===== config.mk =====
export PLATFORM = sky130hd
export DESIGN_NAME = goldschmidt_sqrt_unit
export DESIGN_NICKNAME = d
export VERILOG_FILES = /design/src/rtl/lampFPU_pkg.sv /design/src/rtl/goldschmidt_fxp_mul.sv /design/src/rtl/goldschmidt_sqrt_unit.sv
export SDC_FILE = /design/constraint.sdc
export NUM_CORES = 2
export LEC_CHECK = 0
export ABC_AREA = 1
export CAP_MARGIN = 20
export CORE_ASPECT_RATIO = 1.75
export CORE_UTILIZATION = 65
export CTS_CLUSTER_SIZE = 16
export DETAILED_ROUTE_END_ITERATION = 8
export PLACE_DENSITY = 0.91
export SETUP_SLACK_MARGIN = 0.4
export SLEW_MARGIN = 20
export SYNTH_ARGS = -nofsm -noshare
export SYNTH_HDL_FRONTEND = slang
export SYNTH_SLANG_ARGS = --single-unit

===== constraint.sdc =====
create_clock -name clk -period 17.8 [get_ports clk]
set_input_delay 3.56 -clock clk [delete_from_list [all_inputs] [get_ports clk]]
set_output_delay 3.56 -clock clk [all_outputs]
set_load 0.1 [all_outputs]

===== src/rtl/lampFPU_pkg.sv =====
// Shared FSM state type and fixed-point constants for the Goldschmidt square-root unit.
// Constants are held at 60 fraction bits and truncated to the datapath width on use.
package lampFPU_pkg;

    typedef enum logic [2:0] {
        IDLE,
        INIT,
        CHECK,
        ITER_R,
        ITER_XY,
        FINAL,
        DONE
    } gs_state_e;

    localparam int CONST_FB = 60;
    localparam logic [63:0] SQRT2_Q60     = 64'h16A0_9E66_7F3B_CC90;
    localparam logic [63:0] INV_SQRT2_Q60 = 64'h0B50_4F33_3F9D_E648;

    function automatic logic [63:0] three_fxp(input int f);
        return 64'd3 << f;
    endfunction

    function automatic logic [63:0] sqrt2_fxp(input int f);
        return SQRT2_Q60 >> (CONST_FB - f);
    endfunction

    function automatic logic [63:0] inv_sqrt2_fxp(input int f);
        return INV_SQRT2_Q60 >> (CONST_FB - f);
    endfunction

    // Convergence tolerance 2^-(mant_dw+1) expressed in f fraction bits.
    function automatic logic [63:0] tol_fxp(input int f, input int mant_dw);
        return 64'd1 << (f - mant_dw - 1);
    endfunction

endpackage


===== src/rtl/goldschmidt_fxp_mul.sv =====
// Unsigned 2.F x 2.F fixed-point multiply, truncated back to 2.F.
// Integer bits above two are dropped; operands in this unit never exceed 2.0.
module goldschmidt_fxp_mul #(
    parameter int F = 16,
    parameter int W = F + 2
) (
    input  logic [W-1:0] a_i,
    input  logic [W-1:0] b_i,
    output logic [W-1:0] p_o
);

    logic [2*W-1:0] full;
    logic           unused_bits;

    assign full        = {{W{1'b0}}, a_i} * {{W{1'b0}}, b_i};
    assign p_o         = full[F +: W];
    assign unused_bits = ^{full[2*W-1:F+W], full[F-1:0]};

endmodule


===== src/rtl/goldschmidt_sqrt_unit.sv =====
// Iterative Goldschmidt sqrt / reciprocal-sqrt of a significand in [0.5,1),
// with odd-exponent sqrt2 correction and round-to-nearest output.
module goldschmidt_sqrt_unit
    import lampFPU_pkg::*;
#(
    parameter int MANT_DW  = 8,
    parameter int PREC_DW  = 8,
    parameter int MAX_ITER = 4
) (
    input  logic                              clk,
    input  logic                              rst,
    input  logic                              start_i,
    input  logic [MANT_DW-1:0]                s_i,
    input  logic                              is_exp_odd_i,
    input  logic                              rsqrt_i,
    input  logic                              special_case_i,
    output logic                              ready_o,
    output logic                              valid_o,
    input  logic                              ready_i,
    output logic [MANT_DW-1:0]                res_o,
    output logic [$clog2(MAX_ITER+1)-1:0]     iter_o
);

    localparam int F  = MANT_DW + PREC_DW;
    localparam int W  = F + 2;
    localparam int NW = $clog2(MAX_ITER + 1);
    localparam int SH = F - (MANT_DW - 1);

    localparam logic [W-1:0]  THREE     = W'(three_fxp(F));
    localparam logic [W-1:0]  SQRT2     = W'(sqrt2_fxp(F));
    localparam logic [W-1:0]  INV_SQRT2 = W'(inv_sqrt2_fxp(F));
    localparam logic [W-1:0]  TOL       = W'(tol_fxp(F, MANT_DW));
    localparam logic [W-1:0]  ONE       = W'(64'd1 << F);
    localparam logic [NW-1:0] MAX_N     = NW'(MAX_ITER);

    gs_state_e          state_q, state_d;
    logic [MANT_DW-1:0] s_q, s_d, res_q, res_d;
    logic               odd_q, odd_d, rsqrt_q, rsqrt_d;
    logic [W-1:0]       b_q, b_d, r_q, r_d, x_q, x_d, y_q, y_d;
    logic [NW-1:0]      n_q, n_d, iter_q, iter_d;

    logic [W-1:0] s_ext, r_src, r_new, r_dev;
    logic [W-1:0] xa, xb, br_p, brr_p, xr_p, yr_p;
    logic [W-1:0] v_sel, corr, fin_p, v_fin;
    logic [MANT_DW+1:0] rnd;
    logic [MANT_DW-1:0] res_fin;
    logic         r_close;
    logic         unused_rnd_lsbs;

    assign s_ext = {2'b00, s_q, {PREC_DW{1'b0}}};

    // INIT seeds r from s; ITER_R refines r from the running b.
    assign r_src = (state_q == INIT) ? s_ext : b_q;
    assign r_new = (THREE - r_src) >> 1;
    assign xa    = (state_q == INIT) ? s_ext : x_q;
    assign xb    = (state_q == INIT) ? r_new : r_q;

    assign r_dev   = (r_q >= ONE) ? (r_q - ONE) : (ONE - r_q);
    assign r_close = (r_dev <= TOL);

    assign v_sel = rsqrt_q ? y_q : x_q;
    assign corr  = rsqrt_q ? INV_SQRT2 : SQRT2;
    assign v_fin = odd_q ? fin_p : v_sel;

    assign rnd     = {1'b0, v_fin[W-1:SH]} + {{(MANT_DW+1){1'b0}}, v_fin[SH-1]};
    assign res_fin = (|rnd[MANT_DW+1:MANT_DW]) ? {MANT_DW{1'b1}} : rnd[MANT_DW-1:0];
    assign unused_rnd_lsbs = ^v_fin[SH-2:0];

    goldschmidt_fxp_mul #(.F(F)) u_br  (.a_i(b_q),   .b_i(r_q),  .p_o(br_p));
    goldschmidt_fxp_mul #(.F(F)) u_brr (.a_i(br_p),  .b_i(r_q),  .p_o(brr_p));
    goldschmidt_fxp_mul #(.F(F)) u_xr  (.a_i(xa),    .b_i(xb),   .p_o(xr_p));
    goldschmidt_fxp_mul #(.F(F)) u_yr  (.a_i(y_q),   .b_i(r_q),  .p_o(yr_p));
    goldschmidt_fxp_mul #(.F(F)) u_fin (.a_i(v_sel), .b_i(corr), .p_o(fin_p));

    always_comb begin
        state_d = state_q;
        s_d     = s_q;
        odd_d   = odd_q;
        rsqrt_d = rsqrt_q;
        b_d     = b_q;
        r_d     = r_q;
        x_d     = x_q;
        y_d     = y_q;
        n_d     = n_q;
        res_d   = res_q;
        iter_d  = iter_q;
        case (state_q)
            IDLE: begin
                if (start_i) begin
                    if (special_case_i) begin
                        res_d   = '0;
                        iter_d  = '0;
                        state_d = DONE;
                    end else begin
                        s_d     = s_i;
                        odd_d   = is_exp_odd_i;
                        rsqrt_d = rsqrt_i;
                        state_d = INIT;
                    end
                end
            end
            INIT: begin
                b_d     = s_ext;
                r_d     = r_new;
                x_d     = xr_p;
                y_d     = r_new;
                n_d     = '0;
                state_d = CHECK;
            end
            CHECK: begin
                if (r_close || (n_q == MAX_N)) begin
                    state_d = FINAL;
                end else begin
                    b_d     = brr_p;
                    state_d = ITER_R;
                end
            end
            ITER_R: begin
                r_d     = r_new;
                state_d = ITER_XY;
            end
            ITER_XY: begin
                x_d     = xr_p;
                y_d     = yr_p;
                n_d     = n_q + NW'(1);
                state_d = CHECK;
            end
            FINAL: begin
                res_d   = res_fin;
                iter_d  = n_q;
                state_d = DONE;
            end
            DONE: begin
                if (ready_i) state_d = IDLE;
            end
            default: state_d = IDLE;
        endcase
    end

    always_ff @(posedge clk or posedge rst) begin
        if (rst) begin
            state_q <= IDLE;
            s_q     <= '0;
            odd_q   <= 1'b0;
            rsqrt_q <= 1'b0;
            b_q     <= '0;
            r_q     <= '0;
            x_q     <= '0;
            y_q     <= '0;
            n_q     <= '0;
            res_q   <= '0;
            iter_q  <= '0;
        end else begin
            state_q <= state_d;
            s_q     <= s_d;
            odd_q   <= odd_d;
            rsqrt_q <= rsqrt_d;
            b_q     <= b_d;
            r_q     <= r_d;
            x_q     <= x_d;
            y_q     <= y_d;
            n_q     <= n_d;
            res_q   <= res_d;
            iter_q  <= iter_d;
        end
    end

    assign ready_o = (state_q == IDLE);
    assign valid_o = (state_q == DONE);
    assign res_o   = res_q;
    assign iter_o  = iter_q;

endmodule


==> impl_metrics.toml <==
[setup_path]
ff2ff_path_depth = 42
crit_type = "flip-flop to flip-flop"
critPathCapture = "b_q[16]"
crit_start = "r_q[3]"
slowest_stage = "xor2_1"
slowest_delay_ns = 1.00
crit_arrival_ns = 13.34
reg2reg_to = "b_q[16]"
worstSetupStartpointType = "flip-flop"
crit_required_ns = 18.11
reg2reg_from = "r_q[3]"
end_kind = "flip-flop"
worst-path-max-fanout = 31
crit_top_cell = "fa_1"
reg2reg_slack_ns = 4.77

[routing]
wl_met1_um = 50000
drc = 0
drt-pass1-iter-count = 9
route.met2.wl_um = 82500
highest_layer = "met5"
totalWireLength_um = 174000
ant_nets = 0
viasPerCell = 6.00
met3RoutedLength_um = 19500
drtIter0Drc = 4402
vias = 46000
avgRoutedWirePerCell_um = 22.8

[sta]
relSlewSlack_pct = 11.6
rsz0062_at_grt = "false"
worst_slack_ns = 4.77
fin_skew_ns = 0.0275
max_slew.worst_pin.slew_ns = 1.32
period_minus_slack_ns = 13.03
hold_viol = 0
min_period_over_period_pct = 73.2
fmax_ghz = 0.0767
setup_viol_count_final = 0
fin_setup_tns_ns = 0
slew_viol_final = 0

[clocking]
path_clk_slew_ns = 0.08
cts_tree = "built"
cts_max_level = 3
post_cts_buffers = 0
cts_root_buffer = "clkbuf_16"
clock-sinks = 98
hold_buffers = 0
ctsResizeCount = 0
cts_max_path_buffers = 2
clock_latency_ns = 0.45
cts_made_buffers = 9

[place]
io_buffers = 27
gp_congestion = 1.06
dpl.hpwl_um = 135000
pre_cts_slack_ns = 5.62
placed_cell_area_mm2 = 0.0525

[job]
maxCapViolCount = 0

[grt]
grt_pass1_vias = 50100
grt_max_degree = 62
grt_usage_pct = 45.3
antenna_found_initial = 16
overflow = 0
grt_pass1_wl_um = 271000

[synthesis]
syn_area_mm2 = 0.0514
seq_area_frac_synth_pct = 4.77
synthArstFlopShare_pct = 100
yosysWarnings = 0
yosys.area_share.simple_pct = 18.9
muxShareOfSynthArea_pct = 0.0877
syn_avg_cell_area_um2 = 7.62
yosysUniqueCellTypes = 58
synth_top_family_by_area = "adder cells"
synth_ff_type = "dfrtp_1"
synth_edf_count = 0
synthCells = 6741
synth-adder-area-share_pct = 54.7
synthXorXnorAreaFrac_pct = 1.24
synth_seq_cells = 98
synth_compound_area_share_pct = 4.86

[status]
status = "finished, final reports clean"

[final_layout]
fin_area_mm2 = 0.0529
fin_nets = 8229
syn2layout_area_growth_pct = 2.87
drive_above_1_share_pct = 3.09

[floorplanning]
die_y_um = 374
core_mm2 = 0.0784
boundaryPins = 28
dieArea_mm2 = 0.0802
start_util_pct = 65.5
die-width_um = 215
num_rows = 136

[min_path]
min_path_type = "flip-flop to flip-flop"
==> flip-flops by register name (all words and copies together), names as in the netlist <==
name and flops:
b_q 18, iter_o 3, n_q 3, odd_q 1
r_q 17, res_o 8, rsqrt_q 1, s_q 8
state_q 3, x_q 18, y_q 18
==> placed cells by master (no fill, tap or decap), types with 17 or more instances in the layout <==
cell type and n:
inv_1 1827, xnor2_1 25, clkdlybuf4s50_1 27, dfrtp_1 80, fa_1 1059, nor2_1 431
o21ai_0 169, conb_1 21, nand4_1 21, nand3_1 206, a21oi_1 171, nand2_1 1612
or2_2 61, xor2_1 39, nor4_1 17, buf_4 62, nor3_1 29, dfrtp_2 18
ha_1 550
==> stage by stage <==
step | std cells | utilization (%) | hold WS, ns
after floorplan | 6760 | - | 0.493
after global placement | 7627 | 66.9 | 0.468
after detailed placement | 7627 | 66.9 | 0.464
after CTS | 7643 | 67.3 | 0.494
after global routing | 7645 | 67.4 | 0.516
final | 7653 | 67.4 | 0.497
==> critical path: cells and delay by family (launching register included) <==
family	cells	cell delay (ns)
compound gates	8	1.51
xor+xnor	1	1.00
fa+ha+maj	14	6.67
buf+inv	10	1.22
flops	1	0.71
simple gates	9	1.75
==> routing by layer <==
metal  GRT usage (%)  up-vias
met2            74.5     3228
met5               0        -
met3            13.9     1390
li1                -    19300
met4            45.6       18
met1            44.3    22000
==> synthesized netlist by cell type, types with 2 or more instances <==
| library cell | instances | area [um2] |
|---|---|---|
| o22ai_1 | 5 | 31.3 |
| a221oi_1 | 7 | 61.3 |
| buf_2 | 13 | 65.1 |
| nand2_1 | 1612 | 6050 |
| ha_1 | 550 | 6880 |
| nand4_1 | 21 | 131 |
| clkinv_1 | 11 | 41.3 |
| a31oi_1 | 12 | 75.1 |
| o21bai_1 | 13 | 97.6 |
| nand3_1 | 206 | 1030 |
| a2111oi_0 | 2 | 17.5 |
| xnor2_1 | 27 | 236 |
| or2_2 | 61 | 382 |
| o21a_1 | 4 | 30.0 |
| a21oi_1 | 171 | 856 |
| nor2_4 | 4 | 45.0 |
| o31ai_1 | 4 | 30.0 |
| o21ai_1 | 13 | 65.1 |
| buf_4 | 4 | 30.0 |
| nor2_1 | 431 | 1620 |
| mux2_2 | 4 | 45.0 |
| conb_1 | 2 | 7.51 |
| nor3_1 | 30 | 150 |
| nor2_2 | 8 | 50.1 |
| a21boi_0 | 8 | 60.1 |
| o2111ai_1 | 4 | 35.0 |
| xor2_1 | 40 | 350 |
| inv_1 | 1828 | 6860 |
| xor2_2 | 2 | 32.5 |
| nor4_1 | 17 | 106 |
| nand3_2 | 2 | 20.0 |
| a21o_1 | 13 | 97.6 |
| nand3b_1 | 8 | 60.1 |
| clkbuf_1 | 185 | 694 |
| fa_1 | 1059 | 21200 |
| dfrtp_1 | 98 | 2450 |
| o211ai_1 | 10 | 75.1 |
| buf_1 | 51 | 191 |
| o21ai_2 | 4 | 35.0 |
| a211oi_1 | 2 | 15.0 |
| o21ai_0 | 170 | 851 |
| nand2_2 | 3 | 18.8 |
| inv_2 | 7 | 26.3 |
==> cell type report <==
class / instances / area (um2)
well taps: 1035 / 1290
clock buffers: 9 / 225
multi-input cells: 4561 / 41100
inverters: 1846 / 6930
flip-flops and latches: 98 / 2470
diodes: 8 / 20.0
fillers: 6321 / 25600
clock inverters: 7 / 65.1
repair buffers: 89 / 736
==> how the worst min path moves through the flow <==
| stage | from | endpoint | slack, ns | cells past startpoint |
|---|---|---|---|---|
| finish | res_o[6] | res_o[6] | 0.50 | 2 |
| global route | res_o[5] | res_o[5] | 0.52 | 2 |
| CTS | res_o[6] | res_o[6] | 0.49 | 2 |
| detailed placement | res_o[6] | res_o[6] | 0.46 | 2 |
| global placement | res_o[5] | res_o[5] | 0.47 | 2 |
| floorplan | x_q[13] | x_q[13] | 0.49 | 2 |
==> kinds of logic after synthesis <==
logic type               count (synthesis)
AND/OR/NAND/NOR                       2409
buffers and inverters                 2101
adder cells (fa/ha/maj)               1609
AO/OA/AOI/OAI                          448
flip-flops                              98
XOR/XNOR                                70
multiplexers                             4
other                                    2
Power is not shown: default switching activity piles up to over one toggle a cycle in this logic, so the estimate is an artifact.
